### config.mk
export PLATFORM = sky130hd
export DESIGN_NAME = tdm_demux2
export DESIGN_NICKNAME = d
export VERILOG_FILES = /design/src/rtl/tdm_demux2.sv
export SDC_FILE = /design/constraint.sdc
export NUM_CORES = 1
export LEC_CHECK = 0
export CAP_MARGIN = 0
export CORE_UTILIZATION = 55
export CTS_CLUSTER_DIAMETER = 120
export DETAILED_ROUTE_END_ITERATION = 12
export DONT_BUFFER_PORTS = 1
export GPL_ROUTABILITY_DRIVEN = 1
export GPL_TIMING_DRIVEN = 0
export PLACE_DENSITY = 0.68
export SLEW_MARGIN = 5
export SYNTH_ARGS = -nofsm -noshare
export SYNTH_HDL_FRONTEND = slang
export SYNTH_SLANG_ARGS = --single-unit
### constraint.sdc
create_clock -name clk -period 2 [get_ports clk]
set_clock_uncertainty 0.05 [all_clocks]
set_input_delay 0.6 -clock clk [delete_from_list [all_inputs] [get_ports clk]]
set_output_delay 0.6 -clock clk [all_outputs]
set_load 0.01 [all_outputs]
### src/rtl/tdm_demux2.sv
// tdm_demux2: two-channel TDM serial demultiplexer; define TDM_DEMUX2_PARITY_EN for per-slot even parity
module tdm_demux2 #(
  parameter int WIDTH = 8
) (
  input  logic             clk,
  input  logic             reset,
  input  logic             sync,
  input  logic             din,
  output logic [WIDTH-1:0] ch0_data,
  output logic [WIDTH-1:0] ch1_data,
  output logic             ch0_valid,
  output logic             ch1_valid,
  output logic             busy,
  output logic             frame_err
);
`ifdef TDM_DEMUX2_PARITY_EN
  localparam int S = WIDTH + 1;
`else
  localparam int S = WIDTH;
`endif
  localparam int CW = $clog2(S);
  typedef enum logic [1:0] {IDLE, CH0, CH1} state_t;
  state_t state, state_n;
  logic [CW-1:0] cnt, cnt_n;
  logic [S-2:0] sr, sr_n;
  logic [S-1:0] word;
  logic [WIDTH-1:0] ch0_n, ch1_n;
  logic v0_n, v1_n, err_n, last, good, done;
  assign word = {sr, din};
`ifdef TDM_DEMUX2_PARITY_EN
  assign good = ~^word;
`else
  assign good = 1'b1;
`endif
  assign last = cnt == CW'(S - 1);
  assign done = state != IDLE && !sync && last;
  assign busy = state != IDLE;
  // next-state: sync always (re)starts a frame, aborting any frame in progress
  always_comb begin
    state_n = state;
    cnt_n = cnt;
    sr_n = sr;
    err_n = 1'b0;
    if (sync) begin
      state_n = CH0;
      cnt_n = CW'(1);
      sr_n = (S-1)'(din);
      err_n = state != IDLE;
    end else if (state != IDLE) begin
      sr_n = word[S-2:0];
      cnt_n = last ? '0 : cnt + 1'b1;
      state_n = !last ? state : state == CH0 ? CH1 : IDLE;
      err_n = last && !good;
    end
    v0_n = done && good && state == CH0;
    v1_n = done && good && state == CH1;
    ch0_n = v0_n ? word[S-1 -: WIDTH] : ch0_data;
    ch1_n = v1_n ? word[S-1 -: WIDTH] : ch1_data;
  end
  // state and output registers
  always_ff @(posedge clk or posedge reset)
    if (reset) begin
      state <= IDLE;
      cnt <= '0;
      sr <= '0;
      ch0_data <= '0;
      ch1_data <= '0;
      ch0_valid <= 1'b0;
      ch1_valid <= 1'b0;
      frame_err <= 1'b0;
    end else begin
      state <= state_n;
      cnt <= cnt_n;
      sr <= sr_n;
      ch0_data <= ch0_n;
      ch1_data <= ch1_n;
      ch0_valid <= v0_n;
      ch1_valid <= v1_n;
      frame_err <= err_n;
    end
endmodule

Yosys cells after proc, flatten, opt, wreduce, memory -nomap -nowiden
Cells that the tools add are included.

operators by class
  order comparisons = 0
  $add $sub $neg = 1
  $mul = 0
  muxes and demuxes = 10
  shift operators = 0
  reductions and logical operators = 9
  div/mod/pow operators = 0
  bitwise logic cells = 0
  eq/ne operators = 3

operators by type and width
  operator                                              count
  2-to-1 mux 7 bit                                      2
  2-to-1 mux 3 bit                                      3
  2-to-1 mux 2 bit                                      4
  nonzero test 2 bit                                    3
  logical AND 1 bit                                     4
  adder 3 x 1 -> 3 bit (second input constant)          1
  equality test 3 bit (second input constant)           1
  equality test 2 x 1 -> 1 bit (second input constant)  1
  equality test 2 bit (second input constant)           1
  AND reduction 2 bit                                   1
  zero test 1 bit                                       1
  2-to-1 mux 1 bit                                      1

word-level totals
  output and inout bits = 20
  memory bits (read-only) = 0
  memories = 0
  register bits after elaboration = 31
  bits of input ports = 4
  bits in latches = 0
  RAM bits = 0
  word-level logic and storage cells = 31

Logic depth before layout (Yosys ltp)
  word-level depth = 5
  mapped depth = 5
  depth with buffers taken out = 4

Worst setup path before layout
No wires, ideal clock.

  path type = register to register
  start point = register cnt[0]
  end point = register ch0_data[0]
  required time = 1,825 ps
  buffers on the path = 1
  period minus slack after synthesis = 1,579 ps
  cell stages (with the launch flop) = 6
  data arrival time = 1,403 ps
  setup time = 125 ps
  setup slack = 421 ps
  cells stage by stage = dfrtp_1 ha_1 ha_1 and4bb_1 buf_6 mux2_4

between the ends
  word-level cells in the longest chain between the ends = 3

RTL lines
  what                    RTL line  source
  start, declared         24        logic [CW-1:0] cnt, cnt_n;
  start signal, assigned  73        cnt <= cnt_n;
  equality test 3 bit     35        assign last = cnt == CW'(S - 1);
  logical AND 1 bit       36        assign done = state != IDLE && !sync && last;
  logical AND 1 bit       55        v0_n = done && good && state == CH0;
  via v0_n                28        logic v0_n, v1_n, err_n, last, good, done;
  end signal, assigned    75        ch0_data <= ch0_n;
  end, declared           9         output logic [WIDTH-1:0] ch0_data,

The timed path passes the listed nets, and every way through them passes these cells.
A chain may end at the register's enable or synchronous reset.

Final worst setup path
  start point = register state[1]
  end point = output port busy

between the ends
  word-level cells in the longest chain between the ends = 1

RTL lines
  what                    RTL line  source
  start, declared         23        state_t state, state_n;
  start signal, assigned  72        state <= state_n;
  nonzero test 2 bit      37        assign busy = state != IDLE;
  end, declared           13        output logic busy,

No other way between the ends.

==> impl_metrics.csv <==
group,metric,value,unit
die,die_area,0.00258,mm²
status,outcome,"finished clean",
cells_and_area,areaGrowthSynthToFinish,6.49,%
grt,grt_max_degree,32,
die,coreArea,0.00223,mm²
power_and_ir_drop,vdd_ir_drop_max,630,µV
synth,synth_area_leaders,"dfrtp_1 (59%), mux2_4 (9.2%), mux2_2 (7.7%), or3b_1 (5.3%), a21oi_1 (3.4%)",
die,num_rows,17,
sta,hold_viol,0,
worst_hold_path,worstHoldEndpoint,"cnt[0]",
routing,vias,758,
clock_tree,post_cts_buffers,0,
synth,synth_warnings,0,
power_and_ir_drop,pwr_density_cell,872,mW/mm²
grt,track_usage,20.8,%
sta,rsz0062_at_grt,"false",
worst_hold_path,min_path_cells,1,
run,drv_cap,0,
die,initial_core_util,58.7,%
cells_and_area,diodes,0,
sta,worst_slew_pin_slew,1.13,ns
worst_setup_path,reg2reg_depth,5,
clock_tree,cts.sinks,31,
clock_tree,cts_tree,"built",
die,die_x,50.8,µm
cells_and_area,final_util,62.5,%
synth,synth_cell_types,20,
cells_and_area,drive_above_1_share,25.2,%
worst_setup_path,startpoint_type,"register",
synth,synthCells,95,
routing,drt_iter0_drc,5,
worst_setup_path,path_class,"register to output port",
synth,syn-mean-instance-area,13.8,µm²
routing,drc,0,
worst_setup_path,worstSetupEndpointType,"output port",
worst_setup_path,path_max_fanout,5,
synth,synth-seq-area-share,59.2,%
power_and_ir_drop,p_leak,0.639,nW
synth,netlist_area,0.00131,mm²
routing,ant_nets,0,
worst_setup_path,cp.required,1.35,ns
clock_tree,numCtsBuffers,5,
worst_hold_path,min-delay-start,"sync",
synth,yosys.area.top_type,"dfrtp_1",
clock_tree,htree_num_levels,2,
worst_setup_path,r2r_start,"cnt[0]",
worst_setup_path,r2r-end,"ch0_data[3]",
synth,ys_seq_elements,31,
worst_setup_path,crit_family,"flip-flops",
clock_tree,postCtsHoldBufs,0,
placed_design,placed_area,0.00135,mm²
sta,final_max_slew_viol_count,0,
worst_setup_path,critical_path.cell_chain,"or2_2",
grt,grt_overflow_total,0,
die,die_y,50.8,µm
grt,grt_pass1_wl,3660,µm
worst_setup_path,reg2reg_slack,0.29,ns
synth,syn-num-nets,101,
clock_tree,cts.clk_slew.worst_paths,0.09,ns
cells_and_area,fin_area,0.00140,mm²
grt,grt_pass1_vias,732,
worst_setup_path,arrival,1.10,ns
worst_setup_path,slowest_stage,"dfrtp_1",
cells_and_area,nFillCells,182,
sta,slew_headroom,24.7,%
routing,viasPerCell,5.79,
synth,yosys.area.top_type_share,59.2,%
worst_hold_path,hp-class,"input pin to register",
clock_tree,cts_root_buf,"clkbuf_4",
routing,dr.pass1.iters,2,
worst_setup_path,cpPeakStageDelay,0.42,ns
cells_and_area,finalNetCount,108,
placed_design,gp_congestion,0.731,
sta,period_share,87.4,%
clock_tree,ctsResizeCount,0,
sta,clock.fmax,572,MHz
routing,wl,2240,µm
grt,grt_antenna_before_repair,0,
sta,setup_viol,0,
placed_design,port_buffers,0,
clock_tree,clock_latency,0.32,ns
routing,routedWlPerCell,17.1,µm
sta,finalSetupTns,0,ns
die,io-pin-count,24,
placed_design,place_hpwl,1460,µm
sta,layout_min_cycle_time,1.75,ns
worst_setup_path,cp.buffers_inverters,0,
clock_tree,clockBufferDepth,2,
[registers in the layout (all words and copies together), names as in the netlist]
register / cells
state: 2
frame_err: 1
ch0_data: 8
ch0_valid: 1
ch1_data: 8
sr: 7
ch1_valid: 1
cnt: 3
[layout make-up]
cell class	count	area (µm²)	share of cell area, %
flip-flops and latches	31	776	55.6
multi-input cells	55	485	34.8
clock buffers	7	45.0	3.23
plain buffers	7	41.3	2.96
well taps	28	35.0	2.51
inverters	2	7.51	0.538
clock inverters	1	5.00	0.359
[cell families (layout without fill, tap and decap cells)]
family                   count (synthesis)  in the layout  synth area share (%)
AND/OR/NAND/NOR                         17             17                  10.5
multiplexers                            17             17                  16.9
adder cells (fa/ha/maj)                  2              2                  1.91
AO/OA/AOI/OAI                           19             19                  7.74
flip-flops                              31             31                  59.2
buffers and inverters                    9             17                  3.73
[cells in the final DEF (no fill, tap or decap)]
| cell type | n |
|---|---|
| nand2b_1 | 1 |
| and4bb_1 | 2 |
| clkbuf_1 | 7 |
| o21ai_0 | 8 |
| a21oi_1 | 9 |
| mux2_4 | 8 |
| or3b_1 | 8 |
| nor3b_1 | 1 |
| dfrtp_1 | 31 |
| nor3_1 | 1 |
| clkbuf_4 | 5 |
| buf_6 | 2 |
| or2_2 | 1 |
| a211o_1 | 1 |
| and2_1 | 1 |
| inv_1 | 2 |
| ha_1 | 2 |
| a21o_1 | 1 |
| nand3b_1 | 1 |
| clkinv_2 | 1 |
| nor2_1 | 1 |
| mux2_2 | 9 |
[worst reg2reg max path: cells and delay by family, from the launching register on]
kind,cells,cell delay [ns]
simple gates,1,0.22
mux,1,0.31
fa+ha+maj,2,0.46
flops,1,0.42
buf+inv,1,0.16
[layer usage]
| layer | track usage [%] | vias up | wire [µm] |
|---|---|---|---|
| li1 | - | 350 | - |
| met1 | 26.1 | 386 | 1020 |
| met2 | 30.0 | 17 | 1080 |
| met3 | 11.2 | 5 | 94 |
| met4 | 8.33 | 0 | 40 |
| met5 | 0 | - | 0 |
[metrics by stage]
step / instances / setup WS, ns / power [mW] / hold slack, ns
floorplan: 95 / 0.421 / 0.863 / 0.439
global placement: 123 / 0.355 / 0.888 / 0.467
detailed placement: 123 / 0.313 / 0.897 / 0.489
CTS: 131 / 0.237 / 1.23 / 0.318
global route: 131 / 0.190 / 1.28 / 0.293
finish: 131 / 0.253 / 1.22 / 0.324
[Yosys cell counts, drive strengths merged]
| cell type | count |
|---|---|
| dfrtp | 31 |
| a21o | 1 |
| ha | 2 |
| or2 | 1 |
| nand2b | 1 |
| nor3 | 1 |
| o21ai | 8 |
| a21oi | 9 |
| mux2 | 17 |
| inv | 2 |
| a211o | 1 |
| nand3b | 1 |
| or3b | 8 |
| and2 | 1 |
| buf | 2 |
| clkbuf | 5 |
| nor3b | 1 |
| nor2 | 1 |
| and4bb | 2 |
[power by group]
| part | internal [mW] | switching (mW) |
|---|---|---|
| Clock | 0.137 | 0.198 |
| Sequential | 0.684 | 0.0592 |
| Combinational | 0.0776 | 0.0607 |
[worst max path at each step]
stage	start	slack, ns	endpoint	cells past startpoint
6_report	state[1]	0.25	busy	1
3_3_place_gp	cnt[0]	0.36	ch0_data[0]	5
2_1_floorplan	cnt[0]	0.42	ch0_data[0]	5
5_1_grt	state[1]	0.19	busy	1
4_1_cts	state[1]	0.24	busy	1
3_5_place_dp	cnt[0]	0.31	ch0_data[3]	5
Note: power is estimated with default switching activity, not from simulation.
